===== config.mk =====
export PLATFORM = sky130hd
export DESIGN_NAME = uart_rx_buffered
export DESIGN_NICKNAME = d
export VERILOG_FILES = /design/src/rtl/uart_pkg.sv /design/src/rtl/uart_fifo.sv /design/src/rtl/uart_rx_buffered.sv
export SDC_FILE = /design/constraint.sdc
export NUM_CORES = 1
export LEC_CHECK = 0
export ABC_AREA = 1
export ABC_CLOCK_PERIOD_IN_PS = 2100
export BUFFER_PORTS_ARGS = -buffer_cell sky130_fd_sc_hd__buf_2
export CAP_MARGIN = 20
export CORE_ASPECT_RATIO = 0.7
export CORE_UTILIZATION = 55
export CTS_CLUSTER_DIAMETER = 150
export DETAILED_ROUTE_END_ITERATION = 8
export PLACE_DENSITY_LB_ADDON = 0.25
export RECOVER_POWER = 25
export SLEW_MARGIN = 0
export SYNTH_ARGS = -nofsm -noshare
export SYNTH_HDL_FRONTEND = slang
export SYNTH_SLANG_ARGS = --single-unit
export TNS_END_PERCENT = 30

===== constraint.sdc =====
create_clock -name clk_i -period 2.1 [get_ports clk_i]
set_clock_uncertainty 0.15 [all_clocks]
set_input_delay 0.42 -clock clk_i [delete_from_list [all_inputs] [get_ports clk_i]]
set_output_delay 0.42 -clock clk_i [all_outputs]
set_load 0.02 [all_outputs]

===== src/rtl/uart_pkg.sv =====
// Shared UART definitions for the debug UART RX and TX paths.
// Holds the receive FSM states and the bit-timing helper.
package uart_pkg;

  localparam int UART_DATA_BITS = 8;

  typedef enum logic [2:0] {
    IDLE,
    START,
    DATA,
    STOP,
    BREAK
  } rx_state_e;

  function automatic int clks_per_bit(
    input int clk_rate,
    input int baud_rate
  );
    return clk_rate / baud_rate;
  endfunction

endpackage


===== src/rtl/uart_fifo.sv =====
// Synchronous byte FIFO with registered read data.
// Shared by the debug UART receive and transmit paths.
module uart_fifo
  import uart_pkg::*;
#(
  parameter int DEPTH = 8,
  parameter int WIDTH = UART_DATA_BITS
) (
  input  logic             clk_i,
  input  logic             rst_i,
  input  logic             i_push,
  input  logic [WIDTH-1:0] i_wdata,
  input  logic             i_pop,
  output logic [WIDTH-1:0] o_rdata,
  output logic             o_empty,
  output logic             o_full,
  output logic             o_drop
);

  localparam int AW = $clog2(DEPTH);
  localparam int CW = AW + 1;

  if (DEPTH < 2 || (DEPTH & (DEPTH - 1)) != 0) begin : g_chk
    $error("uart_fifo: DEPTH must be a power of two >= 2");
  end

  logic [WIDTH-1:0] r_mem [DEPTH];
  logic [AW-1:0]    r_wptr;
  logic [AW-1:0]    r_rptr;
  logic [CW-1:0]    r_count;
  logic             r_empty;
  logic             r_full;
  logic [WIDTH-1:0] r_rdata;

  logic          w_pop;
  logic          w_push;
  logic [CW-1:0] w_count_nxt;

  // A pop in the same cycle frees the slot for a push into a full FIFO.
  assign w_pop  = i_pop && !r_empty;
  assign w_push = i_push && (!r_full || w_pop);
  assign o_drop = i_push && r_full && !w_pop;

  assign w_count_nxt = r_count + CW'(w_push) - CW'(w_pop);

  always_ff @(posedge clk_i) begin
    if (w_push) begin
      r_mem[r_wptr] <= i_wdata;
    end
  end

  always_ff @(posedge clk_i) begin
    if (rst_i) begin
      r_wptr  <= '0;
      r_rptr  <= '0;
      r_count <= '0;
      r_empty <= 1'b1;
      r_full  <= 1'b0;
      r_rdata <= '0;
    end else begin
      if (w_push) begin
        r_wptr <= r_wptr + AW'(1);
      end
      if (w_pop) begin
        r_rdata <= r_mem[r_rptr];
        r_rptr  <= r_rptr + AW'(1);
      end
      r_count <= w_count_nxt;
      r_empty <= (w_count_nxt == '0);
      r_full  <= (w_count_nxt == CW'(DEPTH));
    end
  end

  assign o_rdata = r_rdata;
  assign o_empty = r_empty;
  assign o_full  = r_full;

endmodule


===== src/rtl/uart_rx_buffered.sv =====
// Debug UART receive path: 2-FF synchronizer, deserializer FSM
// and byte FIFO read by the DMI UART TAP.
module uart_rx_buffered
  import uart_pkg::*;
#(
  parameter int CLK_RATE  = 100000000,
  parameter int BAUD_RATE = 3000000,
  parameter int DEPTH     = 8
) (
  input  logic       clk_i,
  input  logic       rst_i,
  input  logic       rx_i,
  input  logic       re_i,
  output logic [7:0] dout_o,
  output logic       rx_empty_o,
  output logic       rx_full_o,
  output logic       frame_err_o,
  output logic       overrun_o
);

  localparam int CPB  = clks_per_bit(CLK_RATE, BAUD_RATE);
  localparam int HALF = CPB / 2;
  localparam int BW   = $clog2(CPB);
  localparam int NW   = $clog2(UART_DATA_BITS);

  if (CPB < 4) begin : g_chk
    $error("uart_rx_buffered: CLK_RATE/BAUD_RATE must be >= 4");
  end

  logic [1:0]                r_sync;
  rx_state_e                 r_state;
  rx_state_e                 w_state_nxt;
  logic [BW-1:0]             r_baud;
  logic [NW-1:0]             r_bit_cnt;
  logic [UART_DATA_BITS-1:0] r_shift;
  logic                      r_frame_err;
  logic                      r_overrun;

  logic w_rxs;
  logic w_half_done;
  logic w_bit_done;
  logic w_last_bit;
  logic w_baud_clr;
  logic w_shift;
  logic w_push;
  logic w_ferr;
  logic w_drop;

  assign w_rxs       = r_sync[1];
  assign w_half_done = (r_baud == BW'(HALF - 1));
  assign w_bit_done  = (r_baud == BW'(CPB - 1));
  assign w_last_bit  = (r_bit_cnt == NW'(UART_DATA_BITS - 1));

  always_ff @(posedge clk_i) begin
    if (rst_i) begin
      r_state <= IDLE;
    end else begin
      r_state <= w_state_nxt;
    end
  end

  always_comb begin
    w_state_nxt = r_state;
    unique case (r_state)
      IDLE: begin
        if (!w_rxs) w_state_nxt = START;
      end
      START: begin
        if (w_half_done) w_state_nxt = w_rxs ? IDLE : DATA;
      end
      DATA: begin
        if (w_bit_done && w_last_bit) w_state_nxt = STOP;
      end
      STOP: begin
        if (w_bit_done) w_state_nxt = w_rxs ? IDLE : BREAK;
      end
      BREAK: begin
        if (w_rxs) w_state_nxt = IDLE;
      end
      default: w_state_nxt = IDLE;
    endcase
  end

  always_comb begin
    w_baud_clr = 1'b0;
    w_shift    = 1'b0;
    w_push     = 1'b0;
    w_ferr     = 1'b0;
    unique case (r_state)
      IDLE:  w_baud_clr = 1'b1;
      START: w_baud_clr = w_half_done;
      DATA: begin
        w_baud_clr = w_bit_done;
        w_shift    = w_bit_done;
      end
      STOP: begin
        w_baud_clr = w_bit_done;
        w_push     = w_bit_done && w_rxs;
        w_ferr     = w_bit_done && !w_rxs;
      end
      BREAK: w_baud_clr = 1'b1;
      default: w_baud_clr = 1'b1;
    endcase
  end

  always_ff @(posedge clk_i) begin
    if (rst_i) begin
      r_sync      <= 2'b11;
      r_baud      <= '0;
      r_bit_cnt   <= '0;
      r_shift     <= '0;
      r_frame_err <= 1'b0;
      r_overrun   <= 1'b0;
    end else begin
      r_sync <= {r_sync[0], rx_i};
      r_baud <= w_baud_clr ? '0 : r_baud + BW'(1);
      if (w_shift) begin
        r_bit_cnt <= r_bit_cnt + NW'(1);
        r_shift   <= {w_rxs, r_shift[UART_DATA_BITS-1:1]};
      end else if (r_state != DATA) begin
        r_bit_cnt <= '0;
      end
      r_frame_err <= w_ferr;
      r_overrun   <= w_drop;
    end
  end

  uart_fifo #(
    .DEPTH(DEPTH),
    .WIDTH(UART_DATA_BITS)
  ) u_fifo (
    .clk_i  (clk_i),
    .rst_i  (rst_i),
    .i_push (w_push),
    .i_wdata(r_shift),
    .i_pop  (re_i),
    .o_rdata(dout_o),
    .o_empty(rx_empty_o),
    .o_full (rx_full_o),
    .o_drop (w_drop)
  );

  assign frame_err_o = r_frame_err;
  assign overrun_o   = r_overrun;

endmodule


Word-level counts from Yosys, hierarchy flattened

Memories as Yosys holds them, arrays and structs flattened. A register that Yosys moved wholly into a read port is not among the register bits.
Index checks and enable logic that the tools add are counted.

Eq/ne operators: 14
Reductions and logical operators: 19
Bitwise gates (word level): 1
Mux-type cells: 15
Add/sub/neg operators: 6

Operators by type and width:

| operator                                              | count |
|---|---|
| two-way mux 3 bit                                     | 8 |
| one-hot mux 3 bit (5 select lines)                    | 1 |
| inequality test 2 bit, second input constant          | 5 |
| adder 3 x 1 -> 3 bit, second input constant           | 3 |
| logical AND 1 bit                                     | 7 |
| adder 6 x 1 -> 6 bit, second input constant           | 1 |
| == test 3 x 2 -> 1 bit, second input constant         | 2 |
| == test 3 bit, second input constant                  | 2 |
| == test 6 x 4 -> 1 bit, second input constant         | 1 |
| == test 6 bit, second input constant                  | 1 |
| OR reduction 2 bit                                    | 3 |
| AND reduction 5 bit                                   | 1 |
| adder 4 x 1 -> 4 bit                                  | 1 |
| == test 4 bit, second input constant                  | 1 |
| zero test 1 bit                                       | 4 |
| zero test 4 bit                                       | 1 |
| two-way mux 1 bit                                     | 4 |
| subtractor 4 x 1 -> 4 bit                             | 1 |
| == test 3 x 1 -> 1 bit, second input constant         | 1 |
| zero test 3 bit                                       | 1 |
| inequality test 3 x 2 -> 1 bit, second input constant | 1 |
| two-way mux 2 bit                                     | 1 |
| one-hot mux 1 bit (2 select lines)                    | 1 |
| nonzero test 2 bit                                    | 1 |
| 2 further kinds                                       | 2 |

Memory bits (writable): 64
Word-level logic and storage cells: 68
Input port bits: 4
Memories: 1
Register bits: 36

Memory list:

| memory       | words | width | rd ports | clocked after Yosys merged registers in | write ports | RTL line        | RTL |
|---|---|---|---|---|---|---|---|
| u_fifo.r_mem | 8     | 8     | 1        | 1                                       | 1           | uart_fifo.sv:27 | `logic [WIDTH-1:0] r_mem [DEPTH];` |

Depth between registers and ports, before layout

Gate-level depths: netlist (run 1).

Depth in word-level cells: 7
Gate-level depth with buffers: 15
Gate-level depth less buffers: 15

Modules after synthesis

A second synthesis (run 1) with hierarchy kept.

Cell total of the unflattened synthesis: 513
Area total of the unflattened synthesis: 4,755.8 µm²

By module, submodules not included:

| module           | cells an instance | times used | seq. area each (µm²) | area an instance (µm²) |
|---|---|---|---|---|
| uart_fifo        | 374               | 1          | 2,322.2              | 3,686.0 |
| uart_rx_buffered | 139               | 1          | 480.5                | 1,069.8 |

Worst setup path before layout (run 1)

No wires, ideal clock.

Path type: input to register
From: input re_i
To: register u_fifo.r_empty (netlist: u_fifo.o_empty)
Cell stages on the path: 11
Setup time: 74 ps
Buffers on the path: 1
Setup slack: -136 ps
Arrival time: 2,012 ps
Path through: inv_1 nor2_1 buf_2 ha_1 inv_1 ha_1 inv_1 fa_1 xor2_1 nand3_1 o21ai_0

Longest elaborated chain between the ends: 6

RTL lines:

| element                       | RTL line               | RTL |
|---|---|---|
| start, declared               | uart_rx_buffered.sv:13 | `input logic re_i,` |
| logical AND 1 bit (*)         | uart_fifo.sv:40        | `assign w_pop = i_pop && !r_empty;` |
| net u_fifo.w_pop              | uart_fifo.sv:35        | `logic w_pop;` |
| logical OR 1 bit              | uart_fifo.sv:41        | `assign w_push = i_push && (!r_full \|\| w_pop);` |
| logical AND 1 bit             | uart_fifo.sv:41        |  |
| adder 4 x 1 -> 4 bit          | uart_fifo.sv:44        | `assign w_count_nxt = r_count + CW'(w_push) - CW'(w_pop);` |
| subtractor 4 x 1 -> 4 bit (*) | uart_fifo.sv:44        |  |
| zero test 4 bit (*)           | uart_fifo.sv:69        | `r_empty <= (w_count_nxt == '0);` |
| end signal, assigned          | uart_fifo.sv:69        |  |
| end, declared                 | uart_fifo.sv:31        | `logic r_empty;` |

The timed path passes the listed nets; every way through them passes the cells marked *.
A chain may end at the register's enable or synchronous reset.

Worst setup path in the final report (run 1)

From: register u_fifo.r_empty (netlist: u_fifo.o_empty)
To: register u_fifo.r_count[2]

Longest elaborated chain between the ends: 6

RTL lines:

| element                       | RTL line        | RTL |
|---|---|---|
| zero test 1 bit (*)           | uart_fifo.sv:40 |  |
| logical AND 1 bit (*)         | uart_fifo.sv:40 |  |
| logical OR 1 bit              | uart_fifo.sv:41 |  |
| logical AND 1 bit             | uart_fifo.sv:41 |  |
| adder 4 x 1 -> 4 bit          | uart_fifo.sv:44 |  |
| subtractor 4 x 1 -> 4 bit (*) | uart_fifo.sv:44 |  |
| end signal, assigned          | uart_fifo.sv:68 | `r_count <= w_count_nxt;` |
| end, declared                 | uart_fifo.sv:30 | `logic [CW-1:0] r_count;` |

Every way passes the cells marked *; elsewhere a longest branch is shown, timed or not.

==> results of run 1 <==
registers in the layout (all words and copies together), names as in the netlist:
register,count
frame_err_o,1
u_fifo.o_full,1
u_fifo.o_empty,1
r_baud,6
r_bit_cnt,3
u_fifo.o_rdata,8
r_shift,8
overrun_o,1
r_state,3
u_fifo.r_mem,64
u_fifo.r_rptr,3
r_sync,2
u_fifo.r_wptr,3
u_fifo.r_count,4
path summary, 6_finish.rpt:
kind / cells past startpoint / slack, ns / end
worst min-delay path: 2 / 0.1 / r_sync[0]
worst max register to register: 9 / -0.02 / u_fifo.r_count[2]
worst max-delay path: 9 / -0.02 / u_fifo.r_count[2]
worst min register to register: 1 / 0.26 / r_sync[1]
synth_stat cells:
cell       n  area [sq um]
nand2_4    3         33.78
o21ai_1    3         15.01
a21oi_2    2         17.52
nand4_1    4         25.02
nor3b_2    1         12.51
ha_1      10         125.1
or2_2      3         18.77
o211ai_1  13         97.59
nand2_2    6         37.54
a21oi_1   18         90.09
nor2_2     2         12.51
fa_1       1         20.02
inv_6      1         8.760
nand2_1   52         195.2
nor2_4     3         33.78
nand3_4    1         17.52
xnor2_1    1         8.760
nor2_1    74         277.8
edfxtp_1  64          1922
dfxtp_1   44         880.8
nand3_2    1         10.01
buf_2     10         50.05
buf_1      1         3.750
nor3_1    11         55.05
nand3_1   25         125.1
clkinv_1   2         7.510
xor2_1     2         17.52
inv_2      3         11.26
inv_1     44         165.2
clkbuf_1   2         7.510
o21ai_0   37         185.2
nor4_1     1         6.260
buf_6      1         11.26
buf_4      3         22.52
cell families (layout without fill, tap and decap cells):
| kind of cell | count (synthesis) | after routing | share of synthesized area (%) |
|---|---|---|---|
| xor gates and xnor gates | 3 | 3 | 0.5804 |
| buffers and inverters | 67 | 114 | 6.355 |
| adders and majority gates | 11 | 11 | 3.205 |
| and+or+nand+nor | 187 | 187 | 19.01 |
| AOI/OAI and AO/OA | 73 | 73 | 8.953 |
| DFF | 108 | 108 | 61.90 |
stage by stage:
stage	hold WS (ns)	utilization, %
after CTS	0.08882	65.81
after floorplan	0.2395	-
final	0.09943	66.29
after global routing	0.1076	66.29
after detailed placement	0.2465	61.54
after global placement	0.2422	61.54
timing repair:
item | 4_1_cts | 5_1_grt
gates resized for setup | 14 | 6
endpoints found under the setup margin | 3 | 28
hold buffers | 0 | 0
buffers inserted | 2 | 2
pin swaps | 8 | 5
power by group through the flow:
stage,registers (mW),logic [mW],clock network [mW]
after global routing,2.38,1.17,1.70
after global placement,2.42,0.934,0
final,2.37,1.04,1.60
after CTS,2.37,0.990,1.63
after detailed placement,2.42,0.964,0
after floorplan,2.48,0.630,0
placed cells by master (no fill, tap or decap), drive strengths merged:
master,n
inv,48
nor4,1
clkinv,7
nor3b,1
fa,1
nand3,27
a21oi,20
o21ai,40
clkinvlp,1
nand2,61
buf,47
o211ai,13
ha,10
xor2,2
nor3,11
nand4,4
clkbuf,11
nor2,79
dfxtp,44
xnor2,1
edfxtp,64
or2,3
worst reg2reg max path, stage by stage, from the launching register on:
cell and delay (ns):
dfxtp_1 0.31, nor2_1 0.23, ha_2 0.33, inv_1 0.09, ha_4 0.16, inv_4 0.04
fa_2 0.34, xor2_2 0.17, buf_4 0.13, nor2_1 0.03
routing by layer:
metal	track usage [%]	vias to the layer above	share of wire, %
met1	32.06	1489	49
met5	0	-	0
met3	6.797	7	5.4
met4	6.400	0	1.0
li1	-	1587	-
met2	35.28	72	45
final cells by class:
class	count	area (sq um)	area share, %
Sequential cell	108	2805	53.53
Multi-Input combinational cell	274	1491	28.46
Timing Repair Buffer	48	334.1	6.375
Clock buffer	10	239.0	4.561
Inverter	50	196.4	3.749
Tap cell	101	126.4	2.412
Clock inverter	6	47.55	0.9074
==> metrics.cfg, run 1 <==
[worst_setup_path]
worstSetupPathType = reg -> reg
crit_chain = nor2_1, ha_2, inv_1, ha_4, inv_4, fa_2, xor2_2, buf_4, nor2_1
cp_slowest_cell = fa_2
crit_family = adder cells
crit_required_ns = 2.17
crit_fanout = 3
critPathMaxStageDelay_ns = 0.34
startpoint_type = flip-flop
cp_common_cell = nor2_1
rr_startpoint = u_fifo.o_empty
crit_buf_inv = 3
crit_path_end_kind = flip-flop
arrival_ns = 2.19
critPathLaunch = u_fifo.o_empty

[final_layout]
nNetsFinal = 506
diodes = 0
drive_above_1_share_pct = 20.97
area_growth_pct = 15.72
n_fill_cell = 648
final_area_sq_um = 5240
instances_no_fill = 597

[floorplan]
num_io_pins = 16
die_h_um = 77.92
die_w_um = 110.5
dieArea_sq_um = 8606
rows = 27
start_util_pct = 57.28
design.core.area_sq_um = 7905

[timing]
worst_slew_pin_slew_ns = 0.5578
rsz0062_at_grt = yes
period_needed_ns = 2.124
finalHoldViolCount = 0
finalSetupTns_ns = -0.05042
drv_slew = 0
worst_slack_ns = -0.02405
setup_viol = 3
post-route-period-util_pct = 101.1
relSlewSlack_pct = 62.81
max_freq_mhz = 470.8

[power_and_ir_drop]
max-vdd-ir-drop_v = 0.0007889
combPwrFrac_pct = 20.7
swShare_pct = 28.92
clockPowerShare_pct = 32.0
p_leak_nw = 2.172
finalPower_mw = 5.015
power-per-cell-area_nw_per_um2 = 957.1
internal-power_mw = 3.565
pwr-share-seq_pct = 47.3
switchingPower_mw = 1.450

[yosys]
synthesis.nets = 464
ys_warn_count = 0
avgSynthCellArea_sq_um = 10.08
yosysSeqAreaShare_pct = 61.90
syn_area_sq_um = 4528
synth.distinct_cells = 34
syn_inst = 449
synth-seq-cells = 108

[global_route]
grt-ovfl-total = 0
grt_usage_pct = 23.05
grt_max_degree = 31
grt_first_pass_wirelength_mm = 15.05
antenna_found_initial = 0
grt_pass1_vias = 3026

[run]
maxCapViolCount = 0

[run_status]
outcome = complete, but fails checks
violations = negative setup slack

[hold_path]
min_path_type = in -> reg
hp-start = rx_i

[place]
numPlacedInstances = 577
pre_cts_slack_ns = -0.2828
io_buffer_count = 15
gp_congestion = 0.8329
dpl_cell_area_sq_um = 4865
dp_hpwl_mm = 6.152

[clock_tree]
cts_buffers = 9
numClockSinks = 108
clk_path_buf_depth = 2
path_clk_slew_ns = 0.07
clk_latency_ns = 0.35
htreeDepth = 3
cts-root-buf = clkbuf_16
tritoncts = done

[drt]
wl_mm = 9.126
drt_iter0_drc = 180
drc_errors = 0
dr.pass1.iters = 4
postRouteAntennaNets = 0
via_per_inst = 5.285
vias = 3155
wire_per_inst_um = 15.29

(Power assumes the default switching activity.)
==> run 2, diff against run 1 <==
==> constraint.sdc (replaced) <==
create_clock -name clk_i -period 2.1 [get_ports clk_i]
set_clock_uncertainty 0.15 [all_clocks]
set_input_delay 0.21 -clock clk_i [delete_from_list [all_inputs] [get_ports clk_i]]
set_output_delay 0.21 -clock clk_i [all_outputs]
set_load 0.02 [all_outputs]
==> run 2 against run 1 <==
  * The run now ends clean
  * Core utilization is 0.43 points lower
  * Sequential power hardly changed
  * Register-to-register slack better by 0.04 ns
  * Global-route usage is 0.094 points higher
  * Flip-flop and latch count stayed put
  * Critical path type unchanged
==> metrics.cfg, run 2 (synthesized netlist as in run 1, its figures left out) <==
[run_status]
outcome = finished, final reports clean

[power_and_ir_drop]
power-per-cell-area_nw_per_um2 = 955.6  ; -0.16%
swShare_pct = 29.10  ; +0.18 points
internal-power_mw = 3.527  ; -1.1%
clockPowerShare_pct = 31.4  ; -0.6 points
max-vdd-ir-drop_v = 0.0008126  ; +3.0%
finalPower_mw = 4.975  ; -0.80%
pwr-share-seq_pct = 47.9  ; +0.6 points
switchingPower_mw = 1.448  ; -0.18%
combPwrFrac_pct = 20.6  ; about the same
p_leak_nw = 2.146  ; -1.2%

[final_layout]
drive_above_1_share_pct = 20.45  ; -0.52 points
instances_no_fill = 595  ; -0.34%
n_fill_cell = 619  ; -4.5%
nNetsFinal = 504  ; -0.40%
multi_input_area_sq_um = 1493  ; about the same
utilization_pct = 65.86  ; -0.43 points
diodes = 0  ; unchanged
area_growth_pct = 14.98
largest_reg_flops = 64  ; unchanged
seq_area_sq_um = 2806  ; about the same
top_register = u_fifo.r_mem
mostFrequentLayoutCell = nor2_1
mostFrequentLayoutCells = nor2_1 (73), edfxtp_1 (64), nand2_1 (51)

[drt]
drc_errors = 0  ; unchanged
postRouteAntennaNets = 0  ; unchanged
wl_mm = 9.337  ; +2.3%
dr.pass1.iters = 4  ; unchanged
drt_iter0_drc = 242  ; +34%
vias = 3149  ; -0.19%
wire_per_inst_um = 15.69  ; +2.7%
via_per_inst = 5.292  ; +0.15%

[place]
dp_hpwl_mm = 6.242  ; +1.5%
io_buffer_count = 15  ; unchanged
numPlacedInstances = 577  ; unchanged
gp_congestion = 0.8101  ; -2.7%

[worst_setup_path]
crit_required_ns = 2.23  ; +0.06 ns
arrival_ns = 2.21  ; +0.02 ns
worstSetupPathType = reg -> reg
crit_fanout = 2  ; -1
crit_path_end_kind = flip-flop
startpoint_type = flip-flop

[timing]
finalHoldViolCount = 0  ; unchanged
worst_slew_pin_slew_ns = 0.4119  ; -0.1459 ns
relSlewSlack_pct = 72.50  ; +9.7 points
period_needed_ns = 2.084  ; -0.03981 ns
drv_slew = 0  ; unchanged
finalSetupTns_ns = 0  ; +0.05042 ns
max_freq_mhz = 479.8  ; +1.9%
setup_viol = 0  ; -3
rsz0062_at_grt = yes
post-route-period-util_pct = 99.25  ; -1.9 points

[clock_tree]
cts_buffers = 9  ; unchanged
path_clk_slew_ns = 0.07  ; about the same
tritoncts = done
clk_path_buf_depth = 2  ; unchanged
numClockSinks = 108  ; unchanged
cts-root-buf = clkbuf_16
clk_latency_ns = 0.34  ; about the same
htreeDepth = 3  ; unchanged

[run]
maxCapViolCount = 0  ; unchanged

[hold_path]
min_path_type = in -> reg

[global_route]
grt_usage_pct = 23.14  ; +0.094 points
grt_first_pass_wirelength_mm = 14.84  ; -1.4%
grt_max_degree = 28  ; -9.7%
antenna_found_initial = 0  ; unchanged
grt_pass1_vias = 2967  ; -1.9%
grt-ovfl-total = 0  ; unchanged

[floorplan]
die_h_um = 77.92  ; unchanged
die_w_um = 110.5  ; unchanged
start_util_pct = 57.28  ; unchanged
num_io_pins = 16  ; unchanged
rows = 27  ; unchanged
dieArea_sq_um = 8606  ; unchanged
design.core.area_sq_um = 7905  ; unchanged

==> run 2: what timing repair did <==
action,4_1_cts,5_1_grt
pin swaps,7,4
resized for setup,15,4
hold buffers,1,0
hold endpoints to repair,1,0
buffers inserted,1,0
cloned,0,0
endpoints found under the setup margin,3,36
==> run 2: area by class of cell <==
| cell class | instances | share of cell area (%) |
|---|---|---|
| repair buffers | 46 | 5.960 |
| inverters | 50 | 3.725 |
| multi-input cells | 274 | 28.67 |
| flip-flops and latches | 108 | 53.91 |
| clock inverters | 6 | 0.9132 |
| well taps | 101 | 2.427 |
| clock buffers | 10 | 4.398 |
==> run 2: layer usage <==
metal | track usage (%) | part of all wire [%] | wire length (um) | vias up
met3 | 4.297 | 5.0 | 468 | 16
met1 | 31.69 | 47 | 4417 | 1460
met5 | 0 | 0 | 0 | -
met4 | 8.533 | 1.6 | 153 | 0
li1 | - | - | - | 1582
met2 | 37.08 | 46 | 4297 | 91
==> run 2: path summary, 6_finish.rpt <==
kind | start | endpoint | slack [ns] | depth (start not counted)
setup / recovery | r_baud[1] | u_fifo.o_empty | 0.02 | 13
setup reg to reg | r_baud[1] | u_fifo.o_empty | 0.02 | 13
hold reg to reg | r_sync[0] | r_sync[1] | 0.26 | 1
hold / removal | rst_i | r_bit_cnt[1] | 0.03 | 2
==> run 2: worst max-delay path: stages, from the launching register on <==
cell      delay (ns)
dfxtp_2         0.32
inv_2           0.07
ha_4            0.13
nand2_2         0.04
clkinv_2        0.05
nand3_4         0.09
nor2_4          0.14
nand2_4         0.08
clkinv_4        0.05
ha_4            0.12
inv_2           0.03
fa_2            0.54
nand3_2         0.08
o21ai_1         0.12
==> run 2: stage by stage <==
| stage | area [sq um] | setup slack [ns] | hold slack [ns] |
|---|---|---|---|
| after detailed placement | 4853 | -0.1694 | 0.2441 |
| after global routing | 5206 | -0.09256 | 0.04740 |
| final | 5206 | 0.01576 | 0.03437 |
| after floorplan | 4529 | -0.09055 | 0.1638 |
| after CTS | 5194 | -0.03869 | 0.01505 |
| after global placement | 4853 | -0.06172 | 0.2413 |
==> run 2: power by group through the flow <==
stage | logic [mW] | clock network [mW] | registers (mW)
after floorplan | 0.627 | 0 | 2.49
after global placement | 0.928 | 0 | 2.42
after detailed placement | 0.956 | 0 | 2.43
after CTS | 1.02 | 1.60 | 2.38
after global routing | 1.16 | 1.66 | 2.39
final | 1.03 | 1.56 | 2.38
==> run 3, diff against run 2 <==
--- a/config.mk
+++ b/config.mk
@@ -10,7 +10,7 @@
 export BUFFER_PORTS_ARGS = -buffer_cell sky130_fd_sc_hd__buf_2
 export CAP_MARGIN = 20
 export CORE_ASPECT_RATIO = 0.7
-export CORE_UTILIZATION = 55
+export CORE_UTILIZATION = 23
 export CTS_CLUSTER_DIAMETER = 150
 export DETAILED_ROUTE_END_ITERATION = 8
 export PLACE_DENSITY_LB_ADDON = 0.25
==> run 3 against run 2 <==
  * Design area increased by 5.6%
  * Global-route usage decreased by 13 points
  * Combinational power increased by 4%
  * First-iteration DRC count decreased by 26%
  * Power increased by 5.4%
  * Flip-flop and latch count unchanged
  * Largest power group unchanged
  * Critical path depth unchanged
  * Critical endpoint unchanged
==> metrics.cfg, run 3 (synthesized netlist as in run 1, its figures left out) <==
[final_layout]
drive_above_1_share_pct = 21.80  ; +1.4 points
n_fill_cell = 2001  ; +220%
top_register = u_fifo.r_mem
seq_area_sq_um = 2806  ; unchanged
mostFrequentLayoutCells = nor2_1 (71), edfxtp_1 (64), nand2_1 (50)
multi_input_area_sq_um = 1495  ; +0.17%
diodes = 0  ; unchanged
area_growth_pct = 21.41
mostFrequentLayoutCell = nor2_1
largest_reg_flops = 64  ; unchanged
nNetsFinal = 510  ; +1.2%

[worst_setup_path]
arrival_ns = 2.18  ; -0.03 ns
startpoint_type = flip-flop
crit_path_end_kind = flip-flop
crit_required_ns = 2.23  ; about the same
worstSetupPathType = reg -> reg
crit_fanout = 2  ; unchanged

[clock_tree]
clk_latency_ns = 0.35  ; about the same
clk_path_buf_depth = 2  ; unchanged
cts_buffers = 9  ; unchanged
path_clk_slew_ns = 0.07  ; about the same
tritoncts = done
cts-root-buf = clkbuf_16
htreeDepth = 3  ; unchanged
numClockSinks = 108  ; unchanged

[timing]
relSlewSlack_pct = 54.36  ; -18 points
max_freq_mhz = 486.8  ; +1.5%
period_needed_ns = 2.054  ; -0.02992 ns
finalHoldViolCount = 0  ; unchanged
hold_ws_ns = 0.02660  ; -0.007767 ns
drv_slew = 0  ; unchanged
finalSetupTns_ns = 0  ; unchanged
post-route-period-util_pct = 97.82  ; -1.4 points
setup_viol = 0  ; unchanged
worst_slew_pin_slew_ns = 0.6839  ; +0.2720 ns
rsz0062_at_grt = yes

[drt]
top_layer_used = met4
drt_iter0_drc = 179  ; -26%
drc_errors = 0  ; unchanged
wl_mm = 9.883  ; +5.8%
m1WireLength_mm = 5.242  ; +19%
dr_wl_met3_um = 470  ; +0.43%
wire_per_inst_um = 12.94  ; -18%
via_per_inst = 4.035  ; -24%
vias = 3083  ; -2.1%
postRouteAntennaNets = 0  ; unchanged
dr.pass1.iters = 4  ; unchanged
met2_length_mm = 4.062  ; -5.5%

[floorplan]
die_h_um = 119.4  ; +53%
dieArea_sq_um = 20260  ; +140%
rows = 42  ; +56%
num_io_pins = 16  ; unchanged
start_util_pct = 23.74  ; -34 points
die_w_um = 169.7  ; +54%
design.core.area_sq_um = 19080  ; +140%

[power_and_ir_drop]
swShare_pct = 28.44  ; -0.66 points
switchingPower_mw = 1.492  ; +3.0%
finalPower_mw = 5.245  ; +5.4%
p_leak_nw = 2.202  ; +2.6%
power-per-cell-area_nw_per_um2 = 953.9  ; -0.17%
combPwrFrac_pct = 20.5  ; about the same
internal-power_mw = 3.753  ; +6.4%
pwr-share-seq_pct = 45.4  ; -2.5 points
clockPowerShare_pct = 34.1  ; +2.7 points
max-vdd-ir-drop_v = 0.0006171  ; -24%

[global_route]
grt-ovfl-total = 0  ; unchanged
grt_max_degree = 36  ; +29%
grt_usage_pct = 10.47  ; -13 points
antenna_found_initial = 0  ; unchanged
grt_pass1_vias = 2929  ; -1.3%
grt_first_pass_wirelength_mm = 15.80  ; +6.5%

[run_status]
outcome = finished, final reports clean

[run]
maxCapViolCount = 0  ; unchanged

[place]
gp_congestion = 0.7963  ; -1.7%
dp_hpwl_mm = 6.605  ; +5.8%
io_buffer_count = 15  ; unchanged

[hold_path]
min_path_type = in -> reg

==> run 3: area by class of cell <==
cell class / count / area share, %
Inverter: 50 / 3.550
Clock inverter: 6 / 1.570
Timing Repair Buffer: 52 / 6.463
Multi-Input combinational cell: 274 / 27.20
Tap cell: 264 / 6.008
Sequential cell: 108 / 51.05
Clock buffer: 10 / 4.165
==> run 3: power by group through the flow <==
stage / sequential [mW] / clock (mW) / combinational, mW
2_1_floorplan: 2.49 / 0 / 0.627
3_3_place_gp: 2.42 / 0 / 0.979
5_1_grt: 2.39 / 1.94 / 1.20
3_5_place_dp: 2.42 / 0 / 0.993
4_1_cts: 2.38 / 1.85 / 1.05
6_report: 2.38 / 1.79 / 1.07
==> run 3: per-layer routing <==
layer,vias up,global-route usage [%]
li1,1592,-
met1,1427,15.51
met2,56,14.57
met3,8,2.625
met4,0,3.547
met5,-,0
==> run 3: stage by stage <==
stage	util [%]	cell area [sq um]	worst slack (ns)	cells
final	28.82	5498	0.04569	764
after global routing	28.82	5498	-0.07791	764
after CTS	28.62	5459	0.009217	761
after detailed placement	26.55	5065	-0.09306	741
after global placement	26.55	5065	-0.04490	741
after floorplan	-	4529	-0.09055	449
==> run 3: final timing paths <==
path / from / to / slack [ns] / cells past startpoint
worst min register to register: r_bit_cnt[0] / r_bit_cnt[0] / 0.30 / 1
worst max register to register: r_baud[0] / u_fifo.o_empty / 0.05 / 13
worst max-delay path: r_baud[0] / u_fifo.o_empty / 0.05 / 13
worst min-delay path: rst_i / r_state[0] / 0.03 / 4
==> run 3: what timing repair did <==
item                                    4_1_cts  5_1_grt
endpoints found under the setup margin        3       24
pin swaps                                     6        7
hold buffers                                  1        0
hold endpoints to repair                      1        0
gates resized for setup                      14        8
buffers inserted                              3        3
==> run 3: worst max-delay path, cell delays in order (launching register included) <==
cell and delay [ns]:
dfxtp_2 0.32, inv_2 0.06, ha_4 0.13, nand2_4 0.04, inv_4 0.05, nand3_4 0.06
nor2_4 0.12, nand2_4 0.07, clkinv_4 0.05, ha_4 0.12, inv_2 0.03, fa_2 0.53
nand3_2 0.10, o21ai_1 0.14
